`src/rtl/ifu_pkg.sv`:
```
// ifu_pkg: shared types and default geometry for the IFU memory-side responder.
`ifndef VALID
`define VALID 1'b1
`endif

package ifu_pkg;

  localparam int DEF_TAG_WIDTH    = 28;
  localparam int DEF_OFFSET_WIDTH = 4;
  localparam int DEF_LINE_WIDTH   = 128;
  localparam int DEF_WORD_WIDTH   = 32;
  localparam int DEF_ADDR_WIDTH   = 32;

  // Line geometry at the default parameters.
  localparam int WORDS_PER_LINE = DEF_LINE_WIDTH / DEF_WORD_WIDTH;
  localparam int WORD_IDX_WIDTH = $clog2(WORDS_PER_LINE);

  typedef enum logic [1:0] {
    S_IDLE,
    S_FETCH,
    S_RESP,
    S_HOLD
  } resp_state_t;

endpackage

```
`src/rtl/ifu_line_assembler.sv`:
```
// ifu_line_assembler: collects memory words into a cache line, word 0 in the LSBs.
module ifu_line_assembler #(
  parameter int WORD_WIDTH = 32,
  parameter int WORDS      = 4,
  parameter int CNT_W      = $clog2(WORDS) + 1,
  parameter int LINE_WIDTH = WORD_WIDTH * WORDS
) (
  input  logic                  clk,
  input  logic                  rst,
  input  logic                  clr_i,
  input  logic                  wr_i,
  input  logic [WORD_WIDTH-1:0] data_i,
  output logic [LINE_WIDTH-1:0] line_o,
  output logic                  done_o
);

  localparam int IDX_W = $clog2(WORDS);
  localparam logic [CNT_W-1:0] WORDS_C = CNT_W'(WORDS);

  logic [CNT_W-1:0]      ret_cnt_q, ret_cnt_d;
  logic [LINE_WIDTH-1:0] line_q, line_d;
  logic [IDX_W-1:0]      ret_idx;
  logic                  we;

  // Returns beyond a full line are dropped so a stray word cannot corrupt it.
  assign we      = wr_i && (ret_cnt_q < WORDS_C);
  assign done_o  = we && (ret_cnt_q == WORDS_C - CNT_W'(1));
  assign ret_idx = ret_cnt_q[IDX_W-1:0];
  assign line_o  = line_q;

  // Next-state for the return counter and the word slot addressed by it.
  always_comb begin
    // NOTE: every variable gets its hold value first so no path leaves it unassigned (no latch).
    line_d    = line_q;
    ret_cnt_d = ret_cnt_q;
    if (clr_i) begin
      ret_cnt_d = '0;
    end else if (we) begin
      line_d[ret_idx*WORD_WIDTH +: WORD_WIDTH] = data_i;
      ret_cnt_d = ret_cnt_q + CNT_W'(1);
    end
  end

  // Line buffer and counter registers.
  always_ff @(posedge clk) begin
    if (rst) begin
      // NOTE: the buffer is a flop array that feeds the response outputs, so it is cleared on reset.
      line_q    <= '0;
      ret_cnt_q <= '0;
    end else begin
      // NOTE: sequential state uses <= so every flop samples pre-edge values.
      line_q    <= line_d;
      ret_cnt_q <= ret_cnt_d;
    end
  end

endmodule

```
`src/rtl/ifu_mem_responder.sv`:
```
// ifu_mem_responder: fetches a cache line word-by-word from instruction memory
// and returns it to the IFU miss port as a single-cycle response.
module ifu_mem_responder
  import ifu_pkg::*;
#(
  parameter int TAG_WIDTH    = DEF_TAG_WIDTH,
  parameter int OFFSET_WIDTH = DEF_OFFSET_WIDTH,
  parameter int LINE_WIDTH   = DEF_LINE_WIDTH,
  parameter int WORD_WIDTH   = DEF_WORD_WIDTH,
  parameter int ADDR_WIDTH   = DEF_ADDR_WIDTH
) (
  input  logic                  Clock,
  input  logic                  Rst,
  input  logic [TAG_WIDTH-1:0]  mem_reqTagIn,
  input  logic                  mem_reqTagValidIn,
  output logic [TAG_WIDTH-1:0]  mem_rspTagOut,
  output logic [LINE_WIDTH-1:0] mem_rspInsLineOut,
  output logic                  mem_rspInsLineValidOut,
  output logic                  imem_rdReqOut,
  output logic [ADDR_WIDTH-1:0] imem_rdAddrOut,
  input  logic [WORD_WIDTH-1:0] imem_rdDataIn,
  input  logic                  imem_rdValidIn,
  output logic                  busy
);

  localparam int WORDS  = LINE_WIDTH / WORD_WIDTH;
  localparam int IDX_W  = $clog2(WORDS);
  localparam int CNT_W  = IDX_W + 1;
  localparam int BYTE_W = OFFSET_WIDTH - IDX_W;
  localparam logic [CNT_W-1:0] WORDS_C = CNT_W'(WORDS);

  resp_state_t           state_q, state_d;
  logic [TAG_WIDTH-1:0]  tag_q, tag_d;
  logic [CNT_W-1:0]      issue_cnt_q, issue_cnt_d;
  logic [TAG_WIDTH-1:0]  rsp_tag_q, rsp_tag_d;
  logic [LINE_WIDTH-1:0] rsp_line_q, rsp_line_d;
  logic [LINE_WIDTH-1:0] line_buf;
  logic                  accept, issue_en, line_done;

  // The request is only looked at in IDLE; changes during a fetch are ignored.
  assign accept   = (state_q == S_IDLE) && (mem_reqTagValidIn == `VALID);
  assign issue_en = (state_q == S_FETCH) && (issue_cnt_q < WORDS_C);

  ifu_line_assembler #(
    .WORD_WIDTH (WORD_WIDTH),
    .WORDS      (WORDS),
    .CNT_W      (CNT_W),
    .LINE_WIDTH (LINE_WIDTH)
  ) u_line_assembler (
    .clk    (Clock),
    .rst    (Rst),
    .clr_i  (accept),
    .wr_i   ((state_q == S_FETCH) && imem_rdValidIn),
    .data_i (imem_rdDataIn),
    .line_o (line_buf),
    .done_o (line_done)
  );

  // State register.
  always_ff @(posedge Clock) begin
    if (Rst) state_q <= S_IDLE;
    else     state_q <= state_d;
  end

  // Next-state: fetch until the last word lands, then one RESP and one HOLD cycle.
  always_comb begin
    state_d = state_q;
    unique case (state_q)
      S_IDLE:  if (accept) state_d = S_FETCH;
      S_FETCH: if (line_done) state_d = S_RESP;
      S_RESP:  state_d = S_HOLD;
      S_HOLD:  state_d = S_IDLE;
      default: state_d = S_IDLE;
    endcase
  end

  // Outputs: read port while words remain to issue; response muxes in the live line during RESP.
  always_comb begin
    imem_rdReqOut          = 1'b0;
    imem_rdAddrOut         = '0;
    mem_rspInsLineValidOut = 1'b0;
    mem_rspTagOut          = rsp_tag_q;
    mem_rspInsLineOut      = rsp_line_q;
    busy                   = (state_q != S_IDLE);
    if (issue_en) begin
      imem_rdReqOut  = 1'b1;
      imem_rdAddrOut = {tag_q, issue_cnt_q[IDX_W-1:0], {BYTE_W{1'b0}}};
    end
    if (state_q == S_RESP) begin
      mem_rspInsLineValidOut = 1'b1;
      mem_rspTagOut          = tag_q;
      mem_rspInsLineOut      = line_buf;
    end
  end

  // Datapath next-state: tag capture, issue counter, and held copy of the last response.
  always_comb begin
    tag_d       = tag_q;
    issue_cnt_d = issue_cnt_q;
    rsp_tag_d   = rsp_tag_q;
    rsp_line_d  = rsp_line_q;
    if (accept) begin
      tag_d       = mem_reqTagIn;
      issue_cnt_d = '0;
    end else if (issue_en) begin
      issue_cnt_d = issue_cnt_q + CNT_W'(1);
    end
    if (state_q == S_RESP) begin
      rsp_tag_d  = tag_q;
      rsp_line_d = line_buf;
    end
  end

  // Datapath registers.
  always_ff @(posedge Clock) begin
    if (Rst) begin
      tag_q       <= '0;
      issue_cnt_q <= '0;
      rsp_tag_q   <= '0;
      rsp_line_q  <= '0;
    end else begin
      tag_q       <= tag_d;
      issue_cnt_q <= issue_cnt_d;
      rsp_tag_q   <= rsp_tag_d;
      rsp_line_q  <= rsp_line_d;
    end
  end

endmodule

```
`config.mk`:
```
export PLATFORM = sky130hd
export DESIGN_NAME = ifu_mem_responder
export DESIGN_NICKNAME = d
export VERILOG_FILES = /design/src/rtl/ifu_pkg.sv /design/src/rtl/ifu_line_assembler.sv /design/src/rtl/ifu_mem_responder.sv
export SDC_FILE = /design/constraint.sdc
export NUM_CORES = 1
export LEC_CHECK = 0
export ABC_AREA = 1
export BUFFER_PORTS_ARGS = -buffer_cell sky130_fd_sc_hd__clkbuf_2
export CAP_MARGIN = 20
export CORE_UTILIZATION = 46
export CTS_CLUSTER_SIZE = 28
export DETAILED_ROUTE_END_ITERATION = 10
export PLACE_DENSITY = 0.66
export SETUP_SLACK_MARGIN = 0.15
export SYNTH_ARGS = -nofsm -noshare
export SYNTH_HDL_FRONTEND = slang
export SYNTH_HIERARCHICAL = 1
export SYNTH_SLANG_ARGS = --single-unit
```
`constraint.sdc`:
```
create_clock -name Clock -period 4.8 [get_ports Clock]
set_input_delay 0.72 -clock Clock [delete_from_list [all_inputs] [get_ports Clock]]
set_output_delay 0.72 -clock Clock [all_outputs]
set_load 0.05 [all_outputs]
```
==> results of run 1 <==
==> metal layers <==
metal  track usage (%)  up-vias  share of wire (%)
met2              39.8      340                 48
met1              30.5     5978                 44
met5                 0        -                  0
li1                  -     6636                  -
met3              3.63       90                5.3
met4              9.17        0                3.3
==> cells by family after synthesis <==
group | share of synthesized area (%)
buffers and inverters | 10.6
AND/OR/NAND/NOR | 33.8
adder cells (fa/ha/maj) | 1.09
AO/OA/AOI/OAI | 7.95
other | 0.0273
flip-flops | 46.6
==> critical path: stages (launching register included) <==
cell	delay, ps
dfxtp_1	360
inv_1	110
ha_4	350
inv_4	540
buf_4	560
nand2_1	160
nand2_1	110
clkbuf_2	280
==> registers in the layout, summed over array words and instances (netlist names) <==
name,flops
rsp_line_q,128
u_line_assembler/line_o,128
u_line_assembler/ret_cnt_q,3
state_q,2
issue_cnt_q,3
rsp_tag_q,28
tag_q,28
==> worst paths after layout <==
check                                        endpoint  slack (ps)  cells after the start
worst max-delay path            mem_rspInsLineOut[24]         990                      7
worst min-delay path                  rsp_line_q[111]         470                      2
worst max register to register         rsp_line_q[24]        2370                      6
worst min register to register        rsp_line_q[111]         470                      2
==> synth_stat cells <==
cell type,number
a21oi_1,189
nand2_1,784
ha_1,12
nand3_2,4
buf_8,1
buf_2,45
o21ai_0,28
inv_1,195
conb_1,1
clkinv_2,1
nor2_1,391
buf_4,8
nor2_4,1
a211oi_1,1
nor2_2,3
dfxtp_1,320
buf_6,20
buf_1,10
nand3_1,32
clkbuf_1,36
inv_2,5
==> layout make-up <==
cell class / instances / share of cell area, %
Sequential cell: 320 / 39.8
Multi-Input combinational cell: 1447 / 36.7
Timing Repair Buffer: 267 / 8.83
Clock buffer: 56 / 6.63
Inverter: 201 / 4.71
Tap cell: 384 / 2.99
Clock inverter: 4 / 0.303
Antenna cell: 2 / 0.0311
==> cells in the final DEF, fill, tap and decap left out <==
| cell | instances |
|---|---|
| nor2_2 | 4 |
| clkbuf_1 | 12 |
| buf_4 | 13 |
| nand3_2 | 4 |
| clkinv_2 | 3 |
| ha_4 | 1 |
| inv_6 | 1 |
| dfxtp_1 | 320 |
| a211oi_1 | 1 |
| clkbuf_2 | 251 |
| conb_1 | 2 |
| clkbuf_8 | 7 |
| nand2_1 | 784 |
| diode_2 | 2 |
| inv_2 | 5 |
| ha_1 | 11 |
| nor2_4 | 1 |
| buf_12 | 2 |
| nand3_1 | 32 |
| o21ai_0 | 28 |
| bufinv_16 | 1 |
| clkbuf_16 | 37 |
| inv_1 | 194 |
| a21oi_1 | 189 |
| nor2_1 | 390 |
| inv_4 | 1 |
| buf_16 | 1 |
==> stage by stage <==
step / hold slack [ps] / std cells
global route: 481 / 2680
CTS: 468 / 2677
global placement: 453 / 2616
detailed placement: 459 / 2617
finish: 466 / 2681
floorplan: 437 / 2088
==> power by group <==
group          internal (µW)  switching [µW]
Clock                   1570            1060
Sequential              2850            92.3
Combinational            441            1550
==> metrics.txt, run 1 <==
ratio of cells with drive above 1 in the final layout=14.5%; drt wl/cell=14.0 µm; power per cell area=470 nW/µm²; synthesized netlist cell count=2087; number of max-cap violations=0; biggest area consumer among synthesized cells=dfxtp_1; GR Util All Layers=23.7%; H-tree depth=2; unrepaired setup endpoints after global routing=false; Yosys top cell area share=around 47%; port bufs=252; leakage power=0.00845 µW; Placed Area=14900 µm²; Yosys cell types=21; register area=6410 µm²; worst r2r src=state_q[0]; postcts setup bufs=0; vias in the first global route=11766; TNS Setup=0 ps; startpoint types=flip-flop; I/O Pins=255; clk sinks=320; routed vias=between 10000 and 15000; Setup Skew=between 10 and 15 ps; Slew @ Worst Pin=1010 ps; Die Y=175 µm; final hold violation count=0; Yosys reg bits=320; Final #Nets=approximately 2300; HP Start=rsp_line_q[111]; HPWL after detailed placement=25900 µm; pre-CTS setup slack=1510 ps; cts bufs inserted=36; global-route wire length before repair=between 50000 and 60000 µm; clk root buf=clkbuf_16; Util after Layout=55.3%; DRC viols=0; vias per inst=roughly 4.9; Crit Path Class=reg2out; synth top area cells=dfxtp_1, nand2_1, nor2_1; # fillers=2943; worst vdd ir=0.299 mV; Seq/Total Area, Yosys=between 40% and 50%; Max Clk Rate=262 MHz; time the worst path needs with I/O delays and setup=3810 ps; Cell Rows=62; crit path DAT=3090 ps; full die area=30600 µm²; synthesized cell area=between 10000 and 15000 µm²; Post-Syn Area per Cell=6.59 µm²; setup ws final=990 ps; Slew Viols, Final=0; Initial DRT Pass Iterations=5; Worst slew margin=32.5%; status=completed; HP Class=reg2reg; Total Wirelength=37400 µm; # resized after CTS=0; initial core utilization=47.3%; Final ANT Viol Nets=0; worst setup path startpoint=state_q[0]; Area Overhead vs Synth=17.1%; clock buffer depth=3; Setup-failing EPs final=0; initial antenna violation count=1; Initial DRC Count=between 800 and 900; Design Power=around 7600 µW; core footprint=between 20000 and 30000 µm²; Die Width=175 µm; Tcrit/Tclk final=79.4%; Worst-path clk slew=60 ps; Design Area, Final=16100 µm²; Yosys warning count=6; Congestion Overflow GR=0; RD Place Congestion=0.890; CP required=~4100 ps; CP endpoint kind=output pin; Clock Latency Late Sink=500 ps; CTS tree=yes; Multi-input gate area=5910 µm²; Critical Path Fanout Max=64; pin count of the biggest net entering global routing=88; CTS hold repair buffers=0
Power figures use the tool's default switching activity.
==> run 2, diff against run 1 <==
PLACE_DENSITY = 0.69   (was 0.66)
clock period = 3.05 ns   (was 4.8 ns; I/O delays follow)
==> metrics.txt, run 2 (synthesis gave the netlist of run 1 again) <==
RD Place Congestion=0.903; drt wl/cell=14.3 µm; cts bufs inserted=36; Worst slew margin=36.2%; core footprint=29100 µm²; unrepaired setup endpoints after global routing=false; HPWL after detailed placement=26600 µm; DRC viols=0; routed vias=13080; power per cell area=745 nW/µm²; final hold violation count=0; Setup-failing EPs final=0; Clock Latency Late Sink=510 ps; Slew @ Worst Pin=955 ps; placed cell count=2622; Crit Path Class=reg2out; clk root buf=clkbuf_16; TNS Setup=0 ps; status=completed; Die Y=175 µm; vias in the first global route=around 12000; Congestion Overflow GR=0; clock buffer depth=3; CTS hold repair buffers=0; ratio of cells with drive above 1 in the final layout=around 15%; H-tree depth=2; Total Wirelength=38300 µm; startpoint types=flip-flop; Slew Viols, Final=0; Tcrit/Tclk final=90.2%; full die area=30600 µm²; Max Clk Rate=364 MHz; CP endpoint kind=output pin; leakage power=0.00849 µW; HP Class=in2reg; # fillers=between 2000 and 3000; Initial DRC Count=950; worst vdd ir=around 0.53 mV; I/O Pins=255; Final ANT Viol Nets=0; Setup Skew=20.5 ps; Worst-path clk slew=60 ps; CP delay by family, top=buffers and inverters; Slowest-stage cell, CP=dfxtp_1; most frequent cells in the layout=nand2_1, nor2_1, dfxtp_1; clk sinks=320; Initial DRT Pass Iterations=5; Area Overhead vs Synth=17.7%; Cell Rows=62; global-route wire length before repair=59700 µm; initial core utilization=a little under half; vias per inst=4.87; max incr delay on CP=350 ps; Final #Nets=2353; setup ws final=300 ps; crit path DAT=~2300 ps; Non-Filler Instances=2685; Critical Path, Cell by Cell=inv_1, ha_4, inv_4, buf_12, nand2_1, nand2_1, clkbuf_2; time the worst path needs with I/O delays and setup=2750 ps; initial antenna violation count=1; CP required=2590 ps; port bufs=252; pre-CTS setup slack=~730 ps; GR Util All Layers=24.4%; Buf/Inv on CP=4; CP most frequent cell=nand2_1; number of max-cap violations=0; Critical Path Fanout Max=75; CTS tree=yes; most common cell after layout, fill and taps aside=nand2_1; Die Width=175 µm; pin count of the biggest net entering global routing=between 80 and 90
run 2: worst paths after layout:
path	from	end	slack (ps)	cells after the start
hold / removal	mem_reqTagIn[2]	tag_q[2]	230	3
setup / recovery	state_q[0]	mem_rspInsLineOut[30]	300	7
hold reg to reg	rsp_line_q[48]	rsp_line_q[48]	460	2
setup reg to reg	u_line_assembler/ret_cnt_q[1]	u_line_assembler/line_o[10]	790	7
run 2: repair_timing:
action	in CTS	in global routing
buffers inserted	0	1
endpoints found under the setup margin	0	46
resized for setup	0	0
run 2: area by class of cell:
type	instances	area, µm²	area share [%]
Antenna cell	1	2.50	0.0155
Clock buffer	53	1060	6.53
Clock inverter	8	92.6	0.572
Inverter	201	758	4.69
Multi-Input combinational cell	1447	5910	36.5
Sequential cell	320	6410	39.6
Tap cell	384	480	2.97
Timing Repair Buffer	271	1480	9.13
run 2: metal layers:
metal / part of all wire (%) / vias to the layer above / track usage, %
met3: 6.3 / 106 / 4.50
met4: 4.8 / 0 / 12.2
met5: 0 / - / 0
met1: 41 / 5929 / 29.8
met2: 48 / 397 / 41.0
li1: - / 6648 / -
run 2: report_power, final:
group / switching (µW) / internal (µW)
registers: 157 / 4490
logic: 2460 / 725
clock network: 1660 / 2560
run 2: metrics by stage:
| step | utilization [%] | total power [µW] | hold WS [ps] | instance area (µm²) |
|---|---|---|---|---|
| after floorplan | - | 7280 | 437 | 13800 |
| after global placement | 51.6 | 7840 | 454 | 15000 |
| after detailed placement | 51.6 | 7900 | 459 | 15000 |
| after CTS | 55.6 | 12100 | 224 | 16200 |
| after global routing | 55.6 | 12600 | 247 | 16200 |
| final | 55.6 | 12000 | 233 | 16200 |
run 2: worst reg2reg max path: stages (launching register included):
cell     delay [ps]
dfxtp_1         390
inv_1           110
ha_1            340
nor2_1          230
nand2_1         600
nor2_1          360
nor2_1           70
nor2_1          110
==> run 3, diff against run 2 <==
REMOVE_ABC_BUFFERS = 1   (was not set)
==> metrics.txt, run 3 (synthesis gave the netlist of run 1 again) <==
global-route wire length before repair=approximately 58000 µm; initial antenna violation count=0; HPWL after detailed placement=23800 µm; clock buffer depth=3; reg-to-reg slack, setup=~490 ps; pre-CTS setup slack=a little over 500 ps; Max Clk Rate=366 MHz; pin count of the biggest net entering global routing=86; Die Width=between 150 and 200 µm; Slew @ Worst Pin=979 ps; Tcrit/Tclk final=89.5%; Congestion Overflow GR=0; Critical Path Fanout Max=46; cts bufs inserted=36; Cell Rows=62; Design Power=approximately 12000 µW; HP Start=Rst; routed vias=12736; CTS tree=yes; Final #Nets=2364; RD Place Congestion=around 0.83; Design Area, Final=around 16000 µm²; GR Util All Layers=between 20 and 25%; worst vdd ir=0.390 mV; Final ANT Viol Nets=0; I/O Pins=roughly 260; WHS Endpoint=rsp_line_q[21]; Critical R2R Capture=u_line_assembler/line_o[68]; CP endpoint kind=output pin; full die area=30600 µm²; leakage power=0.00859 µW; Switching Share=35.5%; sequential share of power=37.8%; final hold violation count=0; Die Y=175 µm; vias per inst=4.72; HP Class=in2reg; Initial DRT Pass Iterations=6; Slowest-stage cell, CP=dfxtp_1; Setup-failing EPs final=0; time the worst path needs with I/O delays and setup=2730 ps; number of max-cap violations=0; H-tree depth=2; Setup Skew=18.2 ps; Net Switching=4370 µW; Worst-path clk slew=approximately 60 ps; Total Wirelength=35700 µm; CP most frequent cell=nand2_1; Crit Path Class=reg2out; clock share of power=a little over a third; Clock Latency Late Sink=510 ps; clk root buf=clkbuf_16; internal power=7930 µW; Critical Path, Cell by Cell=inv_1, ha_4, inv_12, buf_12, nand2_1, nand2_1, clkbuf_2; combinational power share=26.8%; Initial DRC Count=714; clk sinks=320; setup ws final=320 ps; Placed Area=roughly 15000 µm²; Worst slew margin=34.7%; Slew Viols, Final=0; # diodes=0; ratio of cells with drive above 1 in the final layout=15.5%; core footprint=29100 µm²; hold path depth=2; initial core utilization=47.3%; max incr delay on CP=approximately 350 ps; status=completed; vias in the first global route=11755; unrepaired setup endpoints after global routing=false; port bufs=252; reg2reg path depth=9; startpoint types=flip-flop; power per cell area=752 nW/µm²; worst r2r src=u_line_assembler/ret_cnt_q[0]; DRC viols=0; drt wl/cell=13.2 µm; most common cell after layout, fill and taps aside=nand2_1; most frequent cells in the layout=nand2_1, nor2_1, dfxtp_1; CP required=2590 ps; crit path DAT=2270 ps; Area Overhead vs Synth=18.9%
-- run 3: per-layer routing --
metal  wire length, µm  global-route usage, %
met1             16400                   30.5
met4               617                   5.87
met2             16500                   39.2
met3              2230                   3.61
met5                 0                      0
-- run 3: worst max path at each step --
| stage | cells past startpoint | startpoint | to |
|---|---|---|---|
| floorplan | 5 | state_q[0] | mem_rspInsLineOut[0] |
| global placement | 7 | state_q[0] | mem_rspInsLineOut[48] |
| detailed placement | 7 | u_line_assembler/ret_cnt_q[0] | u_line_assembler/line_o[68] |
| CTS | 6 | state_q[0] | mem_rspInsLineOut[56] |
| global route | 6 | state_q[0] | mem_rspInsLineOut[5] |
| finish | 7 | state_q[0] | mem_rspInsLineOut[75] |
-- run 3: through the flow --
step | cells | hold WS, ps | setup TNS, ps | util [%]
after global placement | 2633 | 452 | 0 | 51.9
after floorplan | 1968 | 437 | -1179450 | -
final | 2697 | 202 | 0 | 56.2
after CTS | 2696 | 187 | 0 | 56.2
after global routing | 2697 | 202 | 0 | 56.2
after detailed placement | 2633 | 460 | 0 | 51.9
-- run 3: repair_timing --
action,in CTS,in global routing
hold buffers,0,0
endpoints found under the setup margin,73,80
pin swaps,0,0
endpoints found under the hold margin,0,0
setup buffers,0,1
resized for setup,3,0
-- run 3: layout make-up --
class / instances / area (µm²)
multi-input cells: 1447 / 5910
fillers: 2891 / 12700
repair buffers: 282 / 1560
clock inverters: 9 / 103
inverters: 201 / 769
flip-flops and latches: 320 / 6410
clock buffers: 54 / 1110
well taps: 384 / 480
-- run 3: power groups by stage --
stage                     clock network, µW  logic (µW)  registers (µW)
after floorplan                           0        2180            4690
final                                  4360        3290            4640
after global routing                   4650        3600            4680
after global placement                    0        3200            4720
after CTS                              4470        3280            4640
after detailed placement                  0        3260            4730
-- run 3: worst max-delay path: cells and delay by family (launching register included) --
family	cells	cell delay, ps
flops	1	350
simple gates	2	210
fa+ha+maj	1	290
buf+inv	4	870
